**config.mk**
```make
export PLATFORM = sky130hd
export DESIGN_NAME = alu_acumulador
export DESIGN_NICKNAME = d
export VERILOG_FILES = /design/src/rtl/alu_pkg.sv /design/src/rtl/alu_nucleo.sv /design/src/rtl/alu_acumulador.sv
export SDC_FILE = /design/constraint.sdc
export NUM_CORES = 1
export LEC_CHECK = 0
export ABC_AREA = 1
export CAP_MARGIN = 15
export CORE_AREA = 2 2 109 111
export DETAILED_ROUTE_END_ITERATION = 10
export DIE_AREA = 0 0 111 113
export GPL_ROUTABILITY_DRIVEN = 1
export PLACE_DENSITY_LB_ADDON = 0.3
export SLEW_MARGIN = 20
export SYNTH_ARGS = -nofsm -noshare
export SYNTH_HDL_FRONTEND = slang
export SYNTH_SLANG_ARGS = --single-unit
```
**constraint.sdc**
```tcl
create_clock -name clk -period 2.9 [get_ports clk]
set_input_delay 0.58 -clock clk [delete_from_list [all_inputs] [get_ports clk]]
set_output_delay 0.58 -clock clk [all_outputs]
set_load 0.02 [all_outputs]
```
**src/rtl/alu_pkg.sv**
```systemverilog
// Shared definitions for the registered ALU/accumulator: operation codes
// and flag index constants used by alu_nucleo and alu_acumulador.
package alu_pkg;

   // Operation select carried on the 2-bit oper input.
   typedef enum logic [1:0] {
      SUM = 2'b00,   // a + b
      RES = 2'b01,   // a - b
      NO  = 2'b10,   // pass b
      ACC = 2'b11    // acc + b, accumulator updated
   } oper_e;

   // Bit positions when the status flags are grouped into a vector.
   localparam int FLAG_CARRY    = 0;
   localparam int FLAG_OVERFLOW = 1;
   localparam int FLAG_ZERO     = 2;
   localparam int FLAG_COUNT    = 3;

endpackage

```
**src/rtl/alu_nucleo.sv**
```systemverilog
// Combinational arithmetic core: computes result, carry/borrow and signed
// overflow for SUM/RES/NO/ACC at WIDTH+1 bits.
// Optional feature macro: ALU_SATURATE_EN (clamp signed overflow to the
// most positive / most negative WIDTH-bit value).
module alu_nucleo
   import alu_pkg::*;
#(
   parameter int WIDTH = 14
) (
   input  logic [WIDTH-1:0] a_i,
   input  logic [WIDTH-1:0] b_i,
   input  logic [WIDTH-1:0] acc_i,
   input  oper_e            oper_i,
   output logic [WIDTH-1:0] result_o,
   output logic             carry_o,
   output logic             overflow_o
);

   localparam int MSB = WIDTH - 1;

   logic [WIDTH-1:0] lhs;
   logic [WIDTH:0]   wide;
   logic [WIDTH-1:0] raw;

   // Wide add/subtract with carry-out and two's-complement overflow detection.
   always_comb begin
      // NOTE: every signal written here gets a default first so no path can infer a latch.
      lhs        = (oper_i == ACC) ? acc_i : a_i;
      wide       = '0;
      carry_o    = 1'b0;
      overflow_o = 1'b0;
      case (oper_i)
         SUM, ACC: begin
            wide       = {1'b0, lhs} + {1'b0, b_i};
            carry_o    = wide[WIDTH];
            overflow_o = (lhs[MSB] == b_i[MSB]) && (wide[MSB] != b_i[MSB]);
         end
         RES: begin
            // Borrow out of the wide subtract is 1 exactly when a < b unsigned.
            wide       = {1'b0, a_i} - {1'b0, b_i};
            carry_o    = wide[WIDTH];
            overflow_o = (a_i[MSB] != b_i[MSB]) && (wide[MSB] != a_i[MSB]);
         end
         NO: begin
            wide = {1'b0, b_i};
         end
         default: ;
      endcase
      raw = wide[MSB:0];
   end

`ifdef ALU_SATURATE_EN
   // On overflow the wrapped sign is the opposite of the true sign, so a
   // negative-looking wrap means the true result overflowed positive.
   always_comb begin
      result_o = raw;
      if (overflow_o) begin
         result_o = raw[MSB] ? {1'b0, {(WIDTH-1){1'b1}}} : {1'b1, {(WIDTH-1){1'b0}}};
      end
   end
`else
   assign result_o = raw;
`endif

endmodule

```
**src/rtl/alu_acumulador.sv**
```systemverilog
// Registered ALU with valid/ready handshake on both sides, status flags and
// an internal accumulator. Single output register (no skid): a new operation
// is taken whenever the output is empty or being consumed this cycle.
// Optional feature macro: ALU_SATURATE_EN (saturating SUM/RES/ACC results).
module alu_acumulador
   import alu_pkg::*;
#(
   parameter int               WIDTH    = 14,
   parameter logic [WIDTH-1:0] ACC_INIT = '0
) (
   input  logic             clk,
   input  logic             rst,
   input  logic [WIDTH-1:0] a,
   input  logic [WIDTH-1:0] b,
   input  logic [1:0]       oper,
   input  logic             in_valid,
   output logic             in_ready,
   input  logic             clear_acc,
   output logic [WIDTH-1:0] c,
   output logic             carry,
   output logic             overflow,
   output logic             zero,
   output logic             out_valid,
   input  logic             out_ready,
   output logic [WIDTH-1:0] acc
);

   logic [WIDTH-1:0] c_q;
   logic             carry_q;
   logic             overflow_q;
   logic             zero_q;
   logic             out_valid_q;
   logic [WIDTH-1:0] acc_q;
   logic [WIDTH-1:0] acc_d;

   logic             accept;
   logic [WIDTH-1:0] acc_eff;
   logic [WIDTH-1:0] result;
   logic             res_carry;
   logic             res_overflow;

   assign in_ready = !out_valid_q || out_ready;
   assign accept   = in_valid && in_ready;

   // A clear in the same cycle as an ACC takes effect before the add.
   assign acc_eff = clear_acc ? ACC_INIT : acc_q;

   alu_nucleo #(
      .WIDTH (WIDTH)
   ) u_nucleo (
      .a_i        (a),
      .b_i        (b),
      .acc_i      (acc_eff),
      .oper_i     (oper_e'(oper)),
      .result_o   (result),
      .carry_o    (res_carry),
      .overflow_o (res_overflow)
   );

   // Accumulator next state: accepted ACC wins, then clear, else hold.
   always_comb begin
      acc_d = acc_q;
      if (accept && (oper_e'(oper) == ACC)) begin
         acc_d = result;
      end else if (clear_acc) begin
         acc_d = ACC_INIT;
      end
   end

   // Output register and accumulator; reset drops any pending result at once.
   always_ff @(posedge clk or posedge rst) begin
      if (rst) begin
         c_q         <= '0;
         carry_q     <= 1'b0;
         overflow_q  <= 1'b0;
         zero_q      <= 1'b0;
         out_valid_q <= 1'b0;
         acc_q       <= ACC_INIT;
      end else begin
         // NOTE: non-blocking assignments so every register samples pre-edge values.
         if (accept) begin
            c_q         <= result;
            carry_q     <= res_carry;
            overflow_q  <= res_overflow;
            zero_q      <= (result == '0);
            out_valid_q <= 1'b1;
         end else if (out_ready) begin
            out_valid_q <= 1'b0;
         end
         acc_q <= acc_d;
      end
   end

   assign c         = c_q;
   assign carry     = carry_q;
   assign overflow  = overflow_q;
   assign zero      = zero_q;
   assign out_valid = out_valid_q;
   assign acc       = acc_q;

endmodule

```
### Word level (Yosys, flattened, before mapping)

Cells that the tools add are included.

* register bits after elaboration: 32
* latch bits: 0
* RAM bits: 0
* memory bits (read-only): 0
* bits of input ports: 35
* word-level logic and storage cells: 33
* memories kept: 0

* add/sub/neg operators: 2
* $mul: 0
* divide/modulo/power cells: 0
* magnitude comparators: 0
* equal/unequal tests: 7
* shift-type cells: 0
* mux-type cells: 8
* bitwise logic cells: 0
* reductions and logical operators: 10

Operator list (count)
* two-way mux 14 bit: 3
* case mux 14 bit (3 select lines): 1
* adder 14 x 14 -> 15 bit: 1
* subtractor 14 x 14 -> 15 bit: 1
* zero test 14 bit: 1
* == test 2 bit, second input constant: 2
* logical AND 1 bit: 4
* case mux 1 bit (2 select lines): 2
* != test 1 bit: 3
* == test 2 x 1 -> 1 bit, second input constant: 1
* zero test 2 bit: 1
* two-way mux 1 bit: 2
* nonzero test 2 bit: 1
* OR reduction 2 bit: 1
* == test 1 bit: 1
* zero test 1 bit: 1
* logical OR 1 bit: 1

### Logic depth before layout (Yosys ltp)

Gate-level depths: netlist of the first run.

* word-level depth: 6
* depth in mapped cells: 22

### Hierarchy

From an unflattened synthesis of the first run, not the netlist that was laid out.

* cell total of the unflattened synthesis: 590
* area total of the unflattened synthesis: 3669.8 um^2

By module, submodules not included
* alu_nucleo: instances 1, cells each 425, area each 2292.2 um^2, sequential area each 0.0 um^2
* alu_acumulador: instances 1, cells each 165, area each 1377.6 um^2, sequential area each 800.8 um^2

### Worst setup path after synthesis of the first run

OpenSTA, ideal clock, no wires.

* path type: input to register
* from: input port oper[0]
* to: register zero_q (netlist: zero)
* setup time: 65 ps
* arrival: 2663 ps
* required time: 2835 ps
* setup slack: 172 ps
* stages on the path: 20
* path buffers: 2
* cells stage by stage: ha_1 > clkbuf_1 > inv_1 > clkbuf_1 > nand2_1 > nand2_1 > ha_1 > a21oi_2 > nand2_1 > nand2_1 > nand2_2 > nand2_2 > nand2_2 > nand2_2 > nand2_2 > nand2_2 > nand3_2 > nand2_2 > nand3_1 > nand2_1

* longest elaborated chain between the ends: 5
* elaborated cells between the ends (all ways): 9

RTL lines
* start: declaration: RTL line alu_acumulador.sv:15 `input logic [1:0] oper,`
* == test 2 bit: RTL line alu_nucleo.sv:28, alu_nucleo.sv:32
* two-way mux 14 bit: RTL line alu_nucleo.sv:28 `lhs = (oper_i == ACC) ? acc_i : a_i;`
* adder 14 x 14 -> 15 bit: RTL line alu_nucleo.sv:34 `wide = {1'b0, lhs} + {1'b0, b_i};`
* case mux 14 bit (3 select lines) *: RTL line alu_nucleo.sv:32 `case (oper_i)`
* zero test 14 bit *: RTL line alu_acumulador.sv:85 `zero_q <= (result == '0);`
* end signal: assignment: RTL line alu_acumulador.sv:85
* end: declaration: RTL line alu_acumulador.sv:31 `logic zero_q;`

Mark *: on every way between the ends. The rest lies on a longest branch, timed or not.
A chain may end at the register's enable or synchronous reset.

### Final worst setup path of the first run

* from: input port a[0]
* to: register zero_q (netlist: zero)

* longest elaborated chain between the ends: 4
* elaborated cells between the ends (all ways): 5

RTL lines
* start: declaration: RTL line alu_acumulador.sv:13 `input logic [WIDTH-1:0] a,`
* two-way mux 14 bit: RTL line alu_nucleo.sv:28
* adder 14 x 14 -> 15 bit: RTL line alu_nucleo.sv:34
* case mux 14 bit (3 select lines) *: RTL line alu_nucleo.sv:32
* zero test 14 bit *: RTL line alu_acumulador.sv:85

Marks and branches as above.

==> flow_summary.ini, run 1 <==
[route]
vias_per_cell = 4.69
drtAntennaViolNets = 0
drc_errors = 0
wl_per_cell_um = 13.0
drt_iter0_drc = 228
drt_pass1_iterations = 4
routed_wl_um = 10800
num_vias = 3891

[worst_setup_path]
crit_fanout = 2
worstSetupStartpointType = primary input
cp_slowest_cell = fa_2
crit_required_ps = 3100
cp-end-kind = flop
worst_ep_arrival_time_ps = 2880
critPathKind = in2reg
max_stage_delay_ps = 530
cpMostUsedCell = nand3_1
cp_cell_sequence = clkdlybuf4s50_1, inv_1, o21ai_2, ha_2, inv_1, fa_2, nand2_1, o21ai_2, nand3_1, nor2_1, nand3_1, nor2_2, nand3_1, nor2_1, nand3_1, nand2_1

[global_route]
grt_pass1_vias = 3751
grt_pass1_wl_um = 18100
antenna_found_initial = 0
overflow = 0
grt_max_degree = 33
grt_util_all_layers_pct = 17.4

[clock_tree]
cts_tree = built
htree_levels = 2
cts_buffers = 5
cts_max_path_buffers = 2
cts_sinks = 32
insertion_delay_ps = 270
hold_buffers = 0
clk_pin_slew_ps = 50
ctsRootBufferMaster = clkbuf_16

[timing]
period_share_pct = 92.4
clock_skew_ps = 5.50
fmax_mhz = 373
setup_viol = 0
worstMarginPinSlew_ps = 871
rsz0062_at_grt = no
setup_ws_ps = 219
slew_headroom_pct = 41.9
hold_violations = 0
setup_tns_ps = 0
slew_viol_final = 0
final.min_clock_period_ps = 2680
holdWs_ps = 482

[synth]
yosysWarnings = 0
synth-adder-area-share_pct = 13.1
synth_top_family_by_area = simple AND/OR/NAND/NOR gates
syn_inst = 569
muxShareOfSynthArea_pct = 0
async_reset_ff_share_pct = 100
synth-simple-area-share_pct = 39.4
yosysUniqueCellTypes = 30
synth_xor_area_share_pct = 0.253
syn_nets = 639
synth_edf_count = 0
synth_compound_area_share_pct = 12.4
postSynthAreaPerCell_um2 = 6.09
synthFlopType = dfrtp_1
syn_area_mm2 = 0.00346
ys_seq_elements = 32
yosysSeqAreaShare_pct = 23.1

[placement]
numPortBuffers = 67
gp_congestion = 0.848
pre_cts_ws_ps = -456
hpwl_um = 9120
placed_area_mm2 = 0.00468
dp_cells = 822

[power_and_ir_drop]
p_per_area_mw_per_mm2 = 410
power.total_mw = 2.04
leakagePower_nw = 2.60
ir_drop_uv = 420

[layout]
area_growth_pct = 43.5
instances_no_fill = 830
antenna_cells = 0
design_area_mm2 = 0.00497
post-route-util_pct = 44.1
layout.nets = 757
drive_gt1_share_pct = 16.6
fillCellCount = 1215

[worst_hold_path]
holdCritPathClass = reg2reg

[floorplanning]
die_h_um = 113
start_util_pct = 30.7
num_rows = 39
core_mm2 = 0.0113
die_x_um = 111
dieArea_mm2 = 0.0125
pin_count = 68

[outcome]
outcome = complete, no violations

[run]
drv_cap = 0
-- routing by layer --
layer / GRT usage (%) / part of all wire (%) / vias to the layer above
li1: - / - / 2050
met1: 24.9 / 50 / 1747
met2: 29.4 / 45 / 88
met3: 1.39 / 4.5 / 6
met4: 2.92 / 0.64 / 0
met5: 0 / 0 / -
-- power breakdown --
part / internal, mW / leakage, nW / switching, mW
Combinational: 0.435 / 2.10 / 0.532
Clock: 0.359 / 0.0760 / 0.170
Sequential: 0.505 / 0.417 / 0.0333
-- kinds of logic (layout without fill, tap and decap cells) --
family	after synthesis	after routing
fa+ha+maj	35	35
simple gates	318	318
compound gates	77	77
buf+inv	106	224
xor+xnor	1	1
flops	32	32
-- critical path: cells and delay by family --
family | cells | cell delay [ps]
AOI/OAI and AO/OA | 2 | 210
adders and majority gates | 2 | 720
buffers and inverters | 3 | 570
and+or+nand+nor | 9 | 800
-- layout by cell type (no fill, tap or decap) --
cell type,n
ha_1,25
dfrtp_1,32
a21o_1,1
clkbuf_8,2
clkbuf_16,5
clkinv_1,1
nand4_2,1
dlygate4sd2_1,1
a31oi_1,2
nor3_2,1
inv_2,5
nand3_2,4
o21ai_1,4
clkdlybuf4s50_1,64
nor2_2,4
a21oi_1,27
nand2_2,15
dlymetal6s2s_1,2
nor3_1,3
a211oi_4,1
a21oi_2,4
nand2_1,185
nor2_1,35
ha_2,1
fa_2,2
o21ai_2,4
xnor2_1,1
ha_4,7
o21ai_0,32
nand3_1,61
buf_4,58
nand4_1,7
inv_1,86
o21bai_1,2
nand3b_1,2
-- area by class of cell --
type                    count  area, um2  area share, %
clock buffers               7        153           3.07
inverters                  92        345           6.95
multi-input cells         431       2380           47.9
flip-flops and latches     32        801           16.1
well taps                 143        179           3.60
repair buffers            125       1110           22.3
-- sequential cells by signal, indices dropped and copies added (netlist names) --
register and count:
zero 1, carry 1, acc 14, c 14
overflow 1, out_valid 1
-- repair_timing --
action,4_1_cts,5_1_grt
setup buffers,1,0
gates resized for setup,20,10
pin swaps,8,3
endpoints found under the setup margin,17,17
-- cells in the mapped netlist, types with 2 or more instances --
library cell / n / area, um2
nand3_1: 63 / 315
nand4_1: 7 / 43.8
buf_2: 3 / 15.0
a21oi_1: 28 / 140
nor3_1: 3 / 15.0
a21oi_2: 3 / 26.3
nand2_2: 13 / 81.3
o21ai_2: 2 / 17.5
buf_4: 2 / 15.0
a31oi_1: 2 / 12.5
clkbuf_1: 9 / 33.8
dfrtp_1: 32 / 801
nor2_1: 38 / 143
inv_2: 3 / 11.3
nand3b_1: 2 / 15.0
nand3_2: 2 / 20.0
o21ai_0: 36 / 180
ha_1: 33 / 413
o21ai_1: 2 / 10.0
inv_1: 88 / 330
nand2_1: 187 / 702
fa_1: 2 / 40.0
o21bai_1: 2 / 15.0
-- final timing paths --
path	start	slack [ps]	endpoint	depth (start not counted)
worst min register to register	c[11]$_DFFE_PP0P_	480	c[11]$_DFFE_PP0P_	2
worst max-delay path	a[0]	220	zero$_DFFE_PP0P_	16
max in group asynchronous	rst	1910	out_valid$_DFFE_PP0P_	3
worst min-delay path	c[11]$_DFFE_PP0P_	480	c[11]$_DFFE_PP0P_	2
worst max register to register	acc[0]$_DFF_PP0_	540	zero$_DFFE_PP0P_	17
min in group asynchronous	rst	700	c[11]$_DFFE_PP0P_	3
(Power assumes the default switching activity.)
==> inputs of run 2 (changes only) <==
CORE_AREA = 2 2 112 114   (was 2 2 109 111)
DIE_AREA = 0 0 114 116   (was 0 0 111 113)
SYNTH_HIERARCHICAL = 1   (was unset)
==> run 2 against run 1 <==
  * Critical path depth up 3
  * First-iteration DRC count up 26%
  * Sequential power about the same
  * Flip-flop and latch count unchanged
  * Critical endpoint unchanged
  * Highest routed layer unchanged
==> flow_summary.ini, run 2 <==
[synth]
yosysUniqueCellTypes = 37
synth_area_leader_cell = dfrtp_1
postSynthAreaPerCell_um2 = 6.22
syn_nets = 659
syn_area_mm2 = 0.00367
synth_common_cells = 198 x nand2_1, 99 x inv_1, 48 x nand3_1
yosysMostFrequentCell = nand2_1
async_reset_ff_share_pct = 100
synth_top_area_share_pct = 21.8
ys_seq_elements = 32
yosysWarnings = 6
synth-simple-area-share_pct = 38.8
yosysSeqAreaShare_pct = 21.8
synthFlopType = dfrtp_1
syn_inst = 590
muxShareOfSynthArea_pct = 3.38
synth_edf_count = 0
synth_top_family_by_area = simple AND/OR/NAND/NOR gates
synth_xor_area_share_pct = 0.955
synth.area.top_cells = dfrtp_1 22%, nand2_1 20%, ha_1 11%
synth-adder-area-share_pct = 12.0
synth_compound_area_share_pct = 11.0

[floorplanning]
core_mm2 = 0.0119
die_h_um = 116
num_rows = 40
die_x_um = 114
pin_count = 68
start_util_pct = 30.8
dieArea_mm2 = 0.0132

[timing]
rsz0062_at_grt = yes
fmax_mhz = 357
slew_viol_final = 0
setup_viol = 0
period_share_pct = 96.7
final.min_clock_period_ps = 2800
clock_skew_ps = 4.42
slew_headroom_pct = 60.9
hold_violations = 0
worstMarginPinSlew_ps = 587

[clock_tree]
cts_sinks = 32
cts_tree = built
cts_buffers = 5
cts_max_path_buffers = 2
insertion_delay_ps = 270
clk_pin_slew_ps = 50
ctsRootBufferMaster = clkbuf_16
htree_levels = 2

[global_route]
grt_max_degree = 33
overflow = 0
antenna_found_initial = 0
grt_pass1_vias = 4228
grt_util_met1_pct = 27.6
grt_pass1_wl_um = 21500
grt.met2_usage_pct = 35.0
use_met3_pct = 1.31
grt_most_used_layer = met2
grt_util_all_layers_pct = 20.6

[worst_setup_path]
cp-end-kind = flop
worstSetupStartpointType = primary input
worst_ep_arrival_time_ps = 2970
critPathKind = in2reg
cp_cell_sequence = buf_2, ha_4, bufbuf_16, mux2_4, ha_4, or2_4, nand3b_4, nand2_2, buf_4, nand2_2, nand3_1, nand2_1, nor2_1, a21oi_2, inv_1, nand3_1, nor2_1, nand2_1, nand2_1
cp_slowest_cell = mux2_4
crit_required_ps = 3070
max_stage_delay_ps = 310
crit_fanout = 7
cpMostUsedCell = nand2_1

[placement]
gp_congestion = 0.919
placed_area_mm2 = 0.00510
numPortBuffers = 67
hpwl_um = 10800

[worst_hold_path]
holdCritPathClass = reg2reg

[power_and_ir_drop]
leakagePower_nw = 3.09
p_per_area_mw_per_mm2 = 411
ir_drop_uv = 206
power.total_mw = 2.40

[route]
drtAntennaViolNets = 0
vias_per_cell = 4.82
wl_per_cell_um = 15.3
drt_pass1_iterations = 5
routed_wl_um = 13600
drc_errors = 0
drt_iter0_drc = 287
num_vias = 4289

[layout]
final_common_cell = nand2_1
design_area_mm2 = 0.00583
post-route-util_pct = 48.9
layout_common_cells = 178 x nand2_1, 89 x inv_1, 86 x buf_4
area_growth_pct = 58.8
layout.nets = 811
antenna_cells = 0
drive_gt1_share_pct = 28.3

[outcome]
outcome = complete, no violations

[run]
drv_cap = 0
==> run 2: changes by cell type after synthesis, sizes merged, moves of 7 or more <==
cell / before / now
mux2: 0 / 11
a21oi: 31 / 38
inv: 91 / 99
nand2: 200 / 209
o21ai: 40 / 28
nor2: 39 / 46
nand3: 65 / 53
==> run 2: per-stage QoR <==
stage | setup slack, ps | cells | setup TNS, ps | hold WS (ps)
after floorplan | 23.8 | 590 | 0 | 582
after global placement | -731 | 874 | -12370 | 459
after detailed placement | -765 | 874 | -14970 | 461
after CTS | -20.6 | 889 | -20.6 | 473
after global routing | -36.8 | 890 | -36.8 | 506
final | 97.1 | 890 | 0 | 469
==> run 2: logic make-up (layout without fill, tap and decap cells) <==
group                    count (synthesis)  count (layout)
buffers and inverters                  112             265
AND/OR/NAND/NOR                        323             323
multiplexers                            11              11
flip-flops                              32              32
AO/OA/AOI/OAI                           74              74
XOR/XNOR                                 4               4
adder cells (fa/ha/maj)                 34              34
==> run 2: path summary, 6_finish.rpt <==
path | from | endpoint | slack, ps | depth (start not counted)
max in group asynchronous | rst | acc[2]$_DFF_PP0_ | 1920 | 3
setup / recovery | oper[0] | zero$_DFFE_PP0P_ | 100 | 19
hold / removal | carry$_DFFE_PP0P_ | carry$_DFFE_PP0P_ | 470 | 2
min in group asynchronous | rst | acc[6]$_DFF_PP0_ | 700 | 3
hold reg to reg | carry$_DFFE_PP0P_ | carry$_DFFE_PP0P_ | 470 | 2
setup reg to reg | acc[2]$_DFF_PP0_ | zero$_DFFE_PP0P_ | 500 | 18
==> run 2: final cells by class <==
type | instances | area, um2
clock buffers | 7 | 153
clock inverters | 1 | 30.0
fillers | 1218 | 6080
inverters | 99 | 372
multi-input cells | 446 | 2860
flip-flops and latches | 32 | 801
well taps | 147 | 184
repair buffers | 158 | 1430
==> run 2: critical path: cells and delay by family <==
family,cells,cell delay [ps]
simple gates,11,870
compound gates,1,160
fa+ha+maj,2,440
mux,1,310
buf+inv,4,600
==> run 2: timing repair <==
item / 4_1_cts / 5_1_grt
gates resized for setup: 80 / 32
pin swaps: 29 / 12
hold buffers: 0 / 0
hold endpoints to repair: 0 / 0
setup endpoints to repair: 25 / 22
setup buffers: 6 / 2
gates cloned: 2 / 0
==> run 2: report_power, final <==
part / switching, mW / internal (mW)
sequential: 0.0349 / 0.507
clock: 0.179 / 0.451
combinational: 0.654 / 0.571
total: 0.868 / 1.53
==> run 2: layer usage <==
metal	vias to the layer above	routed length (um)
met1	1958	6290
met4	0	420
li1	2167	-
met5	-	0
met3	30	514
met2	134	6350
==> inputs of run 3 (changes only) <==
SLEW_MARGIN = unset   (was 20)
==> results of run 3 <==
Same layout as run 2: the final DEF is identical, and so are final timing and power.
